File: src/rtl/bp_pkg.sv
// Shared encodings and helpers for the branch prediction unit:
// 2-bit counter states, saturating update and the PC/history index hash.
package bp_pkg;

   typedef enum logic [1:0] {
      SN = 2'b00,
      WN = 2'b01,
      WT = 2'b10,
      ST = 2'b11
   } ctr_t;

   localparam logic [1:0] CTR_RESET = WN;

   // Widest index the hash must produce (BHT_ADDR_BITS tops out at 12).
   localparam int HASH_W = 12;

   function automatic logic [1:0] sat_update(input logic [1:0] ctr, input logic up);
      if (up)
         return (ctr == ST) ? ST : ctr + 2'd1;
      else
         return (ctr == SN) ? SN : ctr - 2'd1;
   endfunction

   // Word-aligned PC bits XOR history, masked to the table size.
   function automatic logic [HASH_W-1:0] bht_hash(input logic [31:0] pc,
                                                  input logic [HASH_W-1:0] ghr,
                                                  input int unsigned addr_bits);
      logic [HASH_W-1:0] mask;
      mask = HASH_W'((32'd1 << addr_bits) - 32'd1);
      return (HASH_W'(pc >> 2) ^ ghr) & mask;
   endfunction

endpackage

File: src/rtl/bp_ras.sv
// Return-address stack: circular buffer where ptr names the next free slot
// and count saturates at the depth, so an overflowing push drops the oldest.
module bp_ras
   import bp_pkg::*;
#(
   parameter int RAS_DEPTH = 4
) (
   input  logic        clk,
   input  logic        reset,
   input  logic        push,
   input  logic        pop,
   input  logic [31:0] push_addr,
   output logic [31:0] top_addr,
   output logic        top_valid
);

   localparam int PW = $clog2(RAS_DEPTH);

   logic [PW-1:0] ptr_reg;
   logic [PW:0]   count_reg;
   logic [31:0]   entries [RAS_DEPTH];
   logic [PW-1:0] top_ptr;

   assign top_ptr   = ptr_reg - 1'b1;
   assign top_valid = (count_reg != '0);
   assign top_addr  = top_valid ? entries[top_ptr] : 32'd0;

   always_ff @(posedge clk or posedge reset) begin
      if (reset) begin
         ptr_reg   <= '0;
         count_reg <= '0;
         for (int i = 0; i < RAS_DEPTH; i++)
            entries[i] <= 32'd0;
      end else begin
         case ({push, pop})
            2'b10: begin
               entries[ptr_reg] <= push_addr;
               ptr_reg          <= ptr_reg + 1'b1;
               if (count_reg != (PW+1)'(RAS_DEPTH))
                  count_reg <= count_reg + 1'b1;
            end
            2'b01: begin
               if (count_reg != '0) begin
                  ptr_reg   <= ptr_reg - 1'b1;
                  count_reg <= count_reg - 1'b1;
               end
            end
            // Call+return in one instruction swaps the top in place.
            2'b11: begin
               entries[top_ptr] <= push_addr;
               if (count_reg == '0)
                  count_reg <= (PW+1)'(1);
            end
            default: ;
         endcase
      end
   end

endmodule

File: src/rtl/branch_predict_unit.sv
// Front-end predictor: bimodal/gshare 2-bit pattern table, speculative
// global history with mispredict repair, RAS and resolution statistics.
module branch_predict_unit
   import bp_pkg::*;
#(
   parameter int BHT_ADDR_BITS = 5,
   parameter int GHR_BITS      = 0,
   parameter int RAS_DEPTH     = 4,
   localparam int GW           = (GHR_BITS > 0) ? GHR_BITS : 1
) (
   input  logic                     clk,
   input  logic                     reset,
   input  logic                     p_valid,
   input  logic [31:0]              p_PC,
   input  logic                     p_isB,
   input  logic                     p_isCall,
   input  logic                     p_isRet,
   output logic                     p_taken,
   output logic [BHT_ADDR_BITS-1:0] p_index,
   output logic [GW-1:0]            p_ghr,
   output logic [31:0]              p_ras_addr,
   output logic                     p_ras_valid,
   input  logic                     u_valid,
   input  logic [BHT_ADDR_BITS-1:0] u_index,
   input  logic [GW-1:0]            u_ghr,
   input  logic                     u_taken,
   input  logic                     u_mispredict,
   output logic [31:0]              st_branches,
   output logic [31:0]              st_hits
);

   localparam int ENTRIES = 1 << BHT_ADDR_BITS;

   logic [1:0]        bht [ENTRIES];
   logic [GW-1:0]     ghr_reg, ghr_next;
   logic [HASH_W-1:0] ghr_ext;
   logic [31:0]       branches_reg, hits_reg;

   // With no history configured the register is held at zero permanently.
   function automatic logic [GW-1:0] ghr_shift(input logic [GW-1:0] g, input logic t);
      if (GHR_BITS == 0)
         return '0;
      return GW'({g, t});
   endfunction

   assign ghr_ext = (GHR_BITS > 0) ? HASH_W'(ghr_reg) : '0;
   assign p_index = BHT_ADDR_BITS'(bht_hash(p_PC, ghr_ext, BHT_ADDR_BITS));
   assign p_taken = bht[p_index][1];
   assign p_ghr   = ghr_reg;

   assign st_branches = branches_reg;
   assign st_hits     = hits_reg;

   // A repair outranks the decode shift: that decode slot is being flushed.
   always_comb begin
      ghr_next = ghr_reg;
      if (u_valid && u_mispredict)
         ghr_next = ghr_shift(u_ghr, u_taken);
      else if (p_valid && p_isB)
         ghr_next = ghr_shift(ghr_reg, p_taken);
   end

   always_ff @(posedge clk or posedge reset) begin
      if (reset) begin
         for (int i = 0; i < ENTRIES; i++)
            bht[i] <= CTR_RESET;
      end else if (u_valid) begin
         bht[u_index] <= sat_update(bht[u_index], u_taken);
      end
   end

   always_ff @(posedge clk or posedge reset) begin
      if (reset) begin
         ghr_reg      <= '0;
         branches_reg <= 32'd0;
         hits_reg     <= 32'd0;
      end else begin
         ghr_reg <= ghr_next;
         if (u_valid) begin
            branches_reg <= branches_reg + 32'd1;
            if (!u_mispredict)
               hits_reg <= hits_reg + 32'd1;
         end
      end
   end

   bp_ras #(
      .RAS_DEPTH (RAS_DEPTH)
   ) u_ras (
      .clk       (clk),
      .reset     (reset),
      .push      (p_valid & p_isCall),
      .pop       (p_valid & p_isRet),
      .push_addr (p_PC + 32'd4),
      .top_addr  (p_ras_addr),
      .top_valid (p_ras_valid)
   );

endmodule

File: config.mk
export PLATFORM = sky130hd
export DESIGN_NAME = branch_predict_unit
export DESIGN_NICKNAME = d
export VERILOG_FILES = /design/src/rtl/bp_pkg.sv /design/src/rtl/bp_ras.sv /design/src/rtl/branch_predict_unit.sv
export SDC_FILE = /design/constraint.sdc
export NUM_CORES = 1
export LEC_CHECK = 0
export ABC_CLOCK_PERIOD_IN_PS = 12810
export BUFFER_PORTS_ARGS = -buffer_cell sky130_fd_sc_hd__buf_2
export CAP_MARGIN = 0
export CELL_PAD_IN_SITES_DETAIL_PLACEMENT = 1
export CELL_PAD_IN_SITES_GLOBAL_PLACEMENT = 1
export CORE_MARGIN = 2
export CORE_UTILIZATION = 50
export DETAILED_ROUTE_END_ITERATION = 7
export PLACE_DENSITY_LB_ADDON = 0.1
export SKIP_LAST_GASP = 1
export SYNTH_ARGS = -nofsm -noshare
export SYNTH_HDL_FRONTEND = slang
export SYNTH_SLANG_ARGS = --single-unit
File: constraint.sdc
create_clock -name clk -period 12.81 [get_ports clk]
set_input_delay 1.9215 -clock clk [delete_from_list [all_inputs] [get_ports clk]]
set_output_delay 1.9215 -clock clk [all_outputs]
set_load 0.05 [all_outputs]
# Word level (Yosys, flattened, before mapping)
# Index checks and enable logic that the tools add are counted.
[classes]
mux = 37
eq_ne = 8
order_cmp = 7
n_reduce_logical = 15
bitwise_logic = 7
n_addsub = 9
[ops]
columns = ["operator", "n"]
rows = [
  ["$bwmux 128", 2],
  ["$pmux 128 s2", 1],
  ["$mux 32", 5],
  ["$demux 32 s2", 2],
  ["$add 32x1->32 const B", 2],
  ["$bmux 32 s2", 1],
  ["$bwmux 64", 1],
  ["$add 32x3->32 const B", 1],
  ["$bmux 2 s5", 2],
  ["$mux 2", 10],
  ["$ge 6x6->1 const B", 2],
  ["$not 5->6", 2],
  ["$demux 2 s5", 1],
  ["$mux 3", 3],
  ["$pmux 3 s3", 1],
  ["$mux 1", 7],
  ["$eq 2x2->1 const B", 3],
  ["$ge 3x3->1 const B", 2],
  ["$lt 3x1->1 const B", 2],
  ["$lt 6x1->1 const B", 1],
  ["$ne 2x1->1 const B", 3],
  ["$not 2->3", 2],
  ["$reduce_bool 2->1", 3],
  ["$reduce_bool 3->1", 2],
  ["14 further kinds", 22],
]
[word_totals]
in_bits = 47
word_cells = 124
output_inout_bits = 104
register_bits = 262

# Depth between registers and ports, before layout
# Gate-level depths: netlist of the first run.
[logic_depth]
word_depth = 9
mapped_depth = 9
ltp_nobuf = 7

# Cells and area by module
# A second synthesis of the first run with hierarchy kept.
[hier_totals]
cells_unflattened = 998
hier_area_um2 = 13770.7
[by_module_without_submodules]
columns = ["mod", "seq_area_each_um2", "cells_each", "area_each_um2", "n_inst"]
rows = [
  ["branch_predict_unit", 3243.1, 596, 6895.4, 1],
  ["bp_ras", 3328.2, 402, 6875.3, 1],
]

# Worst setup path before layout of the first run
# Ideal clock, no wire load.
[synth_timing]
path_type = "input-to-output"
from = "in p_PC[2]"
to = "out p_taken"
n_path_buf = 2
t_required_ns = 10.888
setup_slack_ns = 6.881
path_stages = 5
arrival_time_ns = 4.007
path_cell_list = "clkbuf_1 -> buf_1 -> mux4_2 -> mux4_2 -> mux2_2"
[synth_via]
elab_chain_len = 4
[synth_rtl]
columns = ["item", "line_no", "rtl"]
rows = [
  ["start: declaration", "branch_predict_unit.sv:14", "input logic [31:0] p_PC,"],
  ["$not 5->6 (not written as such)", "branch_predict_unit.sv:48", "assign p_taken = bht[p_index][1];"],
  ["$bmux 2 s5", "branch_predict_unit.sv:48", ""],
  ["$mux 2 (not written as such) (2 in a row)", "branch_predict_unit.sv:48", ""],
  ["end: declaration", "branch_predict_unit.sv:18", "output logic p_taken,"],
]
# Every way passes these cells. The select of a mux whose other input is x is not followed.

# Worst setup path after layout of the first run
# Same ends and word-level chain as after synthesis.

==> results of run 1 <==
## logic make-up after synthesis
group	count (synthesis)	share of synthesized area
AOI/OAI and AO/OA	146	0.0619
other	1	0.000293
and+or+nand+nor	387	0.143
xor gates and xnor gates	91	0.0624
DFF	261	0.514
muxes	158	0.176
adders and majority gates	13	0.0130
buffers and inverters	85	0.0300
## final timing paths
kind	start	to	slack, ns	depth (start not counted)
hold reg to reg	st_hits[31]$_DFFE_PP0P_	st_hits[31]$_DFFE_PP0P_	0.47	1
setup / recovery	p_PC[2]	p_taken	6.93	5
max in group asynchronous	reset	u_ras.entries[122]$_DFFE_PP0P_	8.92	4
hold / removal	st_hits[31]$_DFFE_PP0P_	st_hits[31]$_DFFE_PP0P_	0.47	1
setup reg to reg	bht[60]$_DFFE_PP1P_	bht[12]$_DFFE_PP1P_	10.04	6
min in group asynchronous	reset	bht[7]$_DFFE_PP0P_	1.52	2
## critical path, stage by stage
cell and delay [ns]:
buf_2 0.42, mux4_2 0.60, mux4_2 0.51, mux2_2 0.28
buf_2 0.21
## area by class of cell
| class | instances | area, um^2 | share of cell area |
|---|---|---|---|
| multi-input combinational | 796 | 5860 | 0.398 |
| clock inverter | 6 | 57.6 | 0.00391 |
| inverter | 15 | 63.8 | 0.00433 |
| clock buffer | 50 | 957 | 0.0650 |
| timing repair buffer | 156 | 803 | 0.0545 |
| sequential | 261 | 6570 | 0.446 |
| tap | 330 | 413 | 0.0280 |
## report_power, final
part	switching [mW]	internal, mW
Combinational	1.07	0.591
Clock	0.335	0.525
Sequential	0.181	1.13
## Yosys cell counts (17+ instances only)
cell	instances	area share
dfstp_2	32	0.066
nand4_1	17	0.0083
mux4_2	45	0.079
a21oi_1	119	0.047
xor2_1	31	0.021
and2_1	34	0.017
clkbuf_1	40	0.012
nor2_1	170	0.050
mux2_2	83	0.073
nand3_1	41	0.016
mux2i_1	30	0.023
xnor2_1	60	0.041
dfrtp_1	229	0.45
nand2_1	60	0.018
## stage by stage
step	hold slack [ns]	util	power [mW]	setup WS [ns]
global placement	0.459	0.546	2.93	6.91
global route	0.498	0.586	4.05	6.86
finish	0.468	0.586	3.83	6.93
detailed placement	0.463	0.546	2.99	6.90
CTS	0.470	0.586	3.88	6.90
floorplan	0.451	-	2.58	3.76
## metal layers
layer  track usage  vias to the layer above
met5             0                        -
met4        0.0459                        0
met3        0.0303                       36
met2         0.452                      155
met1         0.319                     4778
li1              -                     4231
## layout by cell type (no fill, tap or decap), drive strengths merged, types with 15 or more instances in the layout
cell	n
xor2	31
and3	15
nand2	60
inv	15
mux2i	30
nand4	17
dfrtp	229
xnor2	60
mux4	45
clkbuf	50
dfstp	32
a21oi	119
nor2	170
mux2	83
buf	156
nand3	41
and2	34
==> metrics.md, run 1 <==
| Metric | Value |
|---|---|
| Final Max Tran Viols | `0` |
| MaxCap Viol Count | `0` |
| Placed insts | `1558` |
| Outcome | `completed` |
| CP required | `10.89 ns` |
| HP Class | `reg2reg` |
| Nets | `1318` |
| Crit-path max FO | `18` |
| Clock Sinks | `261` |
| DR iter-0 viols | `423` |
| Peak supply drop | `0.000201 V` |
| Total GRT Usage | `0.247` |
| Routed Antenna Nets | `0` |
| Syn Nets | `1200` |
| Worst rel slew slack | `0.234` |
| Hold Fails Final Rpt | `0` |
| Setup TNS Final | `0 ns` |
| H-tree levels | `1` |
| Min cycle time layout | `5.88 ns` |
| Power Dens Cells | `260 nW/um^2` |
| Die Wd | `164 um` |
| Layout filler cell count | `2741` |
| CP Data Arrival Time | `3.96 ns` |
| Setup Skew | `0.0290 ns` |
| CTS Buf Count | `30` |
| Port bufs | `147` |
| Worst Tran Pin Value | `1.15 ns` |
| Yosys Warn Count | `0` |
| Gr ovfl total | `0` |
| Cell variety after synth | `50` |
| Post-cts hold buffer count | `0` |
| DRC viols | `0` |
| Mapped Area | `12800 um^2` |
| EDFF count, synth | `0` |
| Post-DP Area | `13700 um^2` |
| Die Area | `26900 um^2` |
| Met2 WL | `16900 um` |
| Post-Layout Cell Count | `1614` |
| Number of diodes | `0` |
| DRT Wirelength | `32100 um` |
| RSZ-0062 raised after global routing | `no` |
| Crit share post-route | `0.459` |
| Initial antenna violation count | `0` |
| Top-Level Pins | `151` |
| Clock tree buffer depth | `3` |
| Largest Register | `u_ras.entries` |
| Met3 wire length | `1190 um` |
| Layout area overhead | `15.2%` |
| Setup violators final | `0` |
| Core area | `25100 um^2` |
| Clock root buffer | `clkbuf_16` |
| Number of global-route vias before repair | `9885` |
| Global-route wire length before repair | `53000 um` |
| Post-synthesis cell count | `1142` |
| Max FFs per register | `128` |
| Setup bufs post-CTS | `0` |
| Cts repair resizes | `0` |
| Placer congestion estimate | `0.780` |
| Pin count of the biggest net entering global routing | `128` |
| Main flop type after synthesis | `dfrtp_1` |
| DR pass1 iterations | `4` |
| M1 wire length | `13500 um` |
| Syn avg cell area | `11.2 um^2` |
| Via count | `9200` |
| Sequential share of the synthesized area | `0.514` |
| Clk_lat worst skew | `0.56 ns` |
| DR vias/cell | `5.70` |
| Lkg Pwr | `6.44 nW` |
| Die Ht | `164 um` |
| Dpl hpwl | `21000 um` |
| Final instance area | `14700 um^2` |
| Startpoint types | `input port` |
| Crit Path Class | `in2out` |
| Synth async-reset ratio | `1.00` |
| Starting Density | `0.509` |
| Biggest regs | `u_ras.entries x128, bht x64` |
| CP endpoint kind | `primary output` |
| #FFs+latches synth | `261` |
| Fmax | `170 MHz` |
| Wire length per cell | `19.9 um` |
| # rows | `58` |
| CTS tree | `done` |
| Share of cells above drive strength 1 | `0.293` |
| Worst-path clk slew | `0.06 ns` |
| Top sig layer | `met4` |
Note: power is estimated with default switching activity, not from simulation.
==> run 2: changes to the inputs <==
--- a/config.mk
+++ b/config.mk
@@ -5,13 +5,13 @@
 export SDC_FILE = /design/constraint.sdc
 export NUM_CORES = 1
 export LEC_CHECK = 0
-export ABC_CLOCK_PERIOD_IN_PS = 12810
+export ABC_CLOCK_PERIOD_IN_PS = 4950
 export BUFFER_PORTS_ARGS = -buffer_cell sky130_fd_sc_hd__buf_2
 export CAP_MARGIN = 0
 export CELL_PAD_IN_SITES_DETAIL_PLACEMENT = 1
 export CELL_PAD_IN_SITES_GLOBAL_PLACEMENT = 1
 export CORE_MARGIN = 2
-export CORE_UTILIZATION = 50
+export CORE_UTILIZATION = 42
 export DETAILED_ROUTE_END_ITERATION = 7
 export PLACE_DENSITY_LB_ADDON = 0.1
 export SKIP_LAST_GASP = 1
==> constraint.sdc (replaced) <==
create_clock -name clk -period 4.95 [get_ports clk]
set_input_delay 0.7425 -clock clk [delete_from_list [all_inputs] [get_ports clk]]
set_output_delay 0.7425 -clock clk [all_outputs]
set_load 0.05 [all_outputs]
==> metrics.md, run 2 (same netlist as run 1, synthesis figures left out) <==
| Metric | Value |
|---|---|
| Outcome | `completed` |
| Die Ht | `178 um` |
| Max stage delay on crit path | `0.64 ns` |
| Fmax | `256 MHz` |
| Gr ovfl total | `0` |
| Total GRT Usage | `0.206` |
| RSZ-0062 raised after global routing | `no` |
| CP endpoint kind | `primary output` |
| Number of global-route vias before repair | `9446` |
| CP delay by family, top | `buffers and inverters` |
| Core area | `29800 um^2` |
| Setup TNS Final | `0 ns` |
| CTS tree | `done` |
| Nets | `1318` |
| Min cycle time layout | `3.91 ns` |
| MaxCap Viol Count | `0` |
| Top-Level Pins | `151` |
| Max FFs per register | `128` |
| Cts repair resizes | `0` |
| Share of cells above drive strength 1 | `0.292` |
| Biggest regs | `u_ras.entries x128, bht x64` |
| Die Area | `31800 um^2` |
| Area of the multi-input gates | `5860 um^2` |
| Hold Fails Final Rpt | `0` |
| Worst Tran Pin Value | `1.10 ns` |
| Global-route wire length before repair | `52400 um` |
| Lkg Pwr | `6.44 nW` |
| Setup violators final | `0` |
| Setup Skew | `0.0186 ns` |
| Number of diodes | `0` |
| Worst rel slew slack | `0.268` |
| Worst setup margin | `1.04 ns` |
| Crit-path max FO | `26` |
| Crit Path Class | `reg2out` |
| Pin count of the biggest net entering global routing | `132` |
| CP max-delay cell | `ha_1` |
| DRC viols | `0` |
| DR pass1 iterations | `4` |
| HP Class | `in2async` |
| Power Dens Cells | `667 nW/um^2` |
| Reg area | `6570 um^2` |
| Most frequent cells in the layout | `dfrtp_1 (228), nor2_1 (166), buf_2 (147)` |
| Starting Density | `0.429` |
| Clock root buffer | `clkbuf_16` |
| Crit share post-route | `0.791` |
| Peak supply drop | `0.000368 V` |
| DR vias/cell | `5.35` |
| Worst-path clk slew | `0.06 ns` |
| Die Wd | `178 um` |
| Layout area overhead | `15.7%` |
| Crit path cell chain | `inv_1 -> ha_1 -> buf_4 -> mux4_2 -> and2_1 -> buf_2` |
| Clock Sinks | `261` |
| Setup bufs post-CTS | `0` |
| Clk_lat worst skew | `0.55 ns` |
| Clock tree buffer depth | `3` |
| Final Max Tran Viols | `0` |
| Setup Slack @ Placement | `1.11 ns` |
| CTS Buf Count | `30` |
| Worst path bufs/invs | `3` |
| H-tree levels | `1` |
| Placer congestion estimate | `0.756` |
| Dpl hpwl | `21300 um` |
| Post-cts hold buffer count | `0` |
| Largest Register | `u_ras.entries` |
| # rows | `63` |
| CP required | `4.21 ns` |
| Initial antenna violation count | `1` |
| Via count | `8956` |
| Port bufs | `147` |
| CP Data Arrival Time | `3.17 ns` |
| DRT Wirelength | `31900 um` |
| Layout filler cell count | `3250` |
| Wire length per cell | `19.1 um` |
| Startpoint types | `flip-flop` |
| Commonest non-fill, non-tap cell in the layout | `dfrtp_1` |
| DR iter-0 viols | `415` |
| Routed Antenna Nets | `0` |
[run 2: cell types whose count changed in the layout (fill, tap and decap cells not counted)]
| cell | change |
|---|---|
| clkbuf_8 | -3 |
| buf_12 | +2 |
| buf_4 | -2 |
| inv_8 | -1 |
| clkinv_2 | +2 |
| clkbuf_1 | +1 |
| clkinvlp_4 | +1 |
[run 2: layout make-up]
class | count | area share
Timing Repair Buffer | 156 | 0.0560
Clock buffer | 48 | 0.0622
Clock inverter | 8 | 0.00457
Multi-Input combinational cell | 796 | 0.396
Inverter | 15 | 0.00406
Tap cell | 390 | 0.0330
Sequential cell | 261 | 0.444
[run 2: through the flow]
step | instances | utilization | area [um^2] | total power [mW] | hold WS (ns)
global route | 1674 | 0.497 | 14800 | 10.5 | 0.350
floorplan | 1142 | - | 12800 | 6.67 | 0.451
global placement | 1618 | 0.463 | 13800 | 7.64 | 0.463
CTS | 1674 | 0.497 | 14800 | 10.0 | 0.320
detailed placement | 1618 | 0.463 | 13800 | 7.76 | 0.461
finish | 1674 | 0.497 | 14800 | 9.86 | 0.318
[run 2: where the power goes]
group	internal [mW]	leakage, nW	switching (mW)
Combinational	1.53	2.84	2.75
Sequential	2.93	3.10	0.451
Clock	1.31	0.488	0.883
[run 2: layer usage]
layer	global-route usage	share of wire
met5	0	0
met4	0.0447	0.017
met3	0.0279	0.035
met2	0.354	0.50
met1	0.280	0.44
[run 2: path summary, 6_finish.rpt]
| path | startpoint | end | slack [ns] | depth (start not counted) |
|---|---|---|---|---|
| worst max-delay path | u_ras.ptr_reg[1]$_DFFE_PP0P_ | p_ras_addr[22] | 1.04 | 6 |
| worst min-delay path | reset | st_branches[18]$_DFFE_PP0P_ | 0.32 | 2 |
| worst max register to register | u_ras.ptr_reg[0]$_DFFE_PP0P_ | u_ras.entries[123]$_DFFE_PP0P_ | 2.19 | 7 |
| worst min register to register | st_branches[31]$_DFFE_PP0P_ | st_branches[31]$_DFFE_PP0P_ | 0.48 | 1 |
| max in group asynchronous | reset | u_ras.ptr_reg[0]$_DFFE_PP0P_ | 3.46 | 3 |
| min in group clk | st_branches[31]$_DFFE_PP0P_ | st_branches[31]$_DFFE_PP0P_ | 0.48 | 1 |
==> run 3: changes to the inputs <==
--- a/config.mk
+++ b/config.mk
@@ -5,7 +5,7 @@
 export SDC_FILE = /design/constraint.sdc
 export NUM_CORES = 1
 export LEC_CHECK = 0
-export ABC_CLOCK_PERIOD_IN_PS = 4950
+export ABC_CLOCK_PERIOD_IN_PS = 3400
 export BUFFER_PORTS_ARGS = -buffer_cell sky130_fd_sc_hd__buf_2
 export CAP_MARGIN = 0
 export CELL_PAD_IN_SITES_DETAIL_PLACEMENT = 1
==> constraint.sdc (replaced) <==
create_clock -name clk -period 3.4 [get_ports clk]
set_input_delay 0.51 -clock clk [delete_from_list [all_inputs] [get_ports clk]]
set_output_delay 0.51 -clock clk [all_outputs]
set_load 0.05 [all_outputs]
==> metrics.md, run 3 (same netlist as run 1, synthesis figures left out) <==
| Metric | Value |
|---|---|
| MaxCap Viol Count | `0` |
| Worst Tran Pin Value | `0.783 ns` |
| Layout filler cell count | `3233` |
| Dpl hpwl | `22300 um` |
| Hold Fails Final Rpt | `0` |
| Cts repair resizes | `0` |
| CTS tree | `done` |
| Core area | `29800 um^2` |
| Pin count of the biggest net entering global routing | `73` |
| Port bufs | `147` |
| Sequential power share | `0.339` |
| Crit-path max FO | `22` |
| Peak supply drop | `0.000514 V` |
| Share of cells above drive strength 1 | `0.305` |
| DRC viols | `0` |
| # rows | `63` |
| Worst-path clk slew | `0.06 ns` |
| Worst setup margin | `0.199 ns` |
| Nets | `1338` |
| Comb pwr share | `0.440` |
| Max FFs per register | `128` |
| Reg area | `6570 um^2` |
| CP Data Arrival Time | `2.69 ns` |
| Die Wd | `178 um` |
| Startpoint types | `flip-flop` |
| Clock root buffer | `clkbuf_16` |
| RSZ-0062 raised after global routing | `no` |
| Placed insts | `1638` |
| Crit Path Class | `reg2out` |
| Post-layout util | `0.505` |
| Setup Slack @ Placement | `0.424 ns` |
| Fmax | `312 MHz` |
| Clk_lat worst skew | `0.55 ns` |
| Top-Level Pins | `151` |
| Area of the multi-input gates | `5860 um^2` |
| Wire length per cell | `18.8 um` |
| Crit path cell chain | `inv_1 -> ha_1 -> buf_4 -> mux4_2 -> and2_1 -> buf_2` |
| DR vias/cell | `5.30` |
| Setup Skew | `0.0161 ns` |
| H-tree levels | `1` |
| Clk pwr share | `0.221` |
| Setup violators final | `0` |
| Final Max Tran Viols | `0` |
| Global-route wire length before repair | `52300 um` |
| Biggest regs | `u_ras.entries x128, bht x64` |
| Die Ht | `178 um` |
| CP max-delay cell | `dfrtp_1` |
| Max stage delay on crit path | `0.50 ns` |
| Largest Register | `u_ras.entries` |
| Lkg Pwr | `6.58 nW` |
| Initial antenna violation count | `1` |
| Post-cts hold buffer count | `0` |
| CP endpoint kind | `primary output` |
| Internal reg-to-reg setup slack | `1.07 ns` |
| Starting Density | `0.429` |
| Switching share of power | `0.409` |
| DRT Wirelength | `31900 um` |
| Die Area | `31800 um^2` |
| Worst Setup SP | `u_ras.ptr_reg[1]$_DFFE_PP0P_` |
| Setup bufs post-CTS | `0` |
| Worst r2r src | `bht[24]$_DFFE_PP1P_` |
| DR pass1 iterations | `4` |
| HP Class | `in2async` |
| P_int | `8.56 mW` |
| Clock Sinks | `261` |
| Via count | `8969` |
| Crit share post-route | `0.941` |
| Gr ovfl total | `0` |
| Min cycle time layout | `3.20 ns` |
| Outcome | `completed` |
| Total GRT Usage | `0.207` |
| Clock tree buffer depth | `3` |
| Worst rel slew slack | `0.474` |
| DR iter-0 viols | `474` |
| Layout area overhead | `17.8%` |
| Commonest non-fill, non-tap cell in the layout | `dfrtp_1` |
| Number of diodes | `0` |
| Most frequent cells in the layout | `dfrtp_1 (228), nor2_1 (166), buf_2 (146)` |
| Placer congestion estimate | `0.812` |
| CP required | `2.89 ns` |
| Routed Antenna Nets | `0` |
| P_sw | `5.92 mW` |
| Post-Layout Cell Count | `1692` |
| CTS Buf Count | `30` |
| Number of global-route vias before repair | `9483` |
| Power Dens Cells | `961 nW/um^2` |
==> run 3: changes by cell type in the layout (fill, tap and decap cells not counted), sizes merged <==
cell	previous run	this run
clkinvlp	2	1
clkbuf	48	46
clkinv	6	7
buf	156	176
==> run 3: power by group through the flow <==
stage / Sequential, mW / Clock [mW] / Combinational (mW)
6_report: 4.91 / 3.19 / 6.37
5_1_grt: 5.06 / 3.42 / 6.90
4_1_cts: 4.92 / 3.31 / 6.47
2_1_floorplan: 5.01 / 0 / 4.71
3_3_place_gp: 4.91 / 0 / 6.34
3_5_place_dp: 4.97 / 0 / 6.45
==> run 3: worst paths after layout <==
kind / depth (start not counted) / to
max reg2reg: 7 / bht[55]$_DFFE_PP0P_
min: 2 / st_hits[24]$_DFFE_PP0P_
min reg2reg: 1 / st_hits[31]$_DFFE_PP0P_
max: 6 / p_ras_addr[2]
min in group clk: 2 / u_ras.entries[0]$_DFFE_PP0P_
max in group asynchronous: 3 / bht[38]$_DFFE_PP1P_
==> run 3: final cells by class <==
cell class / instances / area share
Sequential cell: 261 / 0.437
Inverter: 15 / 0.00399
Timing Repair Buffer: 176 / 0.0718
Tap cell: 390 / 0.0324
Clock inverter: 8 / 0.00432
Clock buffer: 46 / 0.0619
Multi-Input combinational cell: 796 / 0.389
==> run 3: critical path, delay by kind of cell, from the launching register on <==
family,cells,cell delay (ns)
simple gates,1,0.20
buf+inv,3,0.73
flops,1,0.50
fa+ha+maj,1,0.32
mux,1,0.38
==> run 3: through the flow <==
step                      power (mW)  hold WS, ns  instance area [um^2]  setup TNS, ns
after floorplan                 9.71        0.451                 12800        -120.32
after global placement          11.3        0.459                 14100              0
after detailed placement        11.4        0.463                 14100              0
after CTS                       14.7       0.0995                 15100              0
after global routing            15.4        0.131                 15100              0
final                           14.5       0.0942                 15100              0
==> run 3: layer usage <==
| layer | GRT usage | up-vias | wire length [um] |
|---|---|---|---|
| met5 | 0 | - | 0 |
| li1 | - | 4256 | - |
| met2 | 0.362 | 123 | 16300 |
| met1 | 0.275 | 4556 | 14100 |
| met3 | 0.0298 | 34 | 1100 |
| met4 | 0.0386 | 0 | 436 |
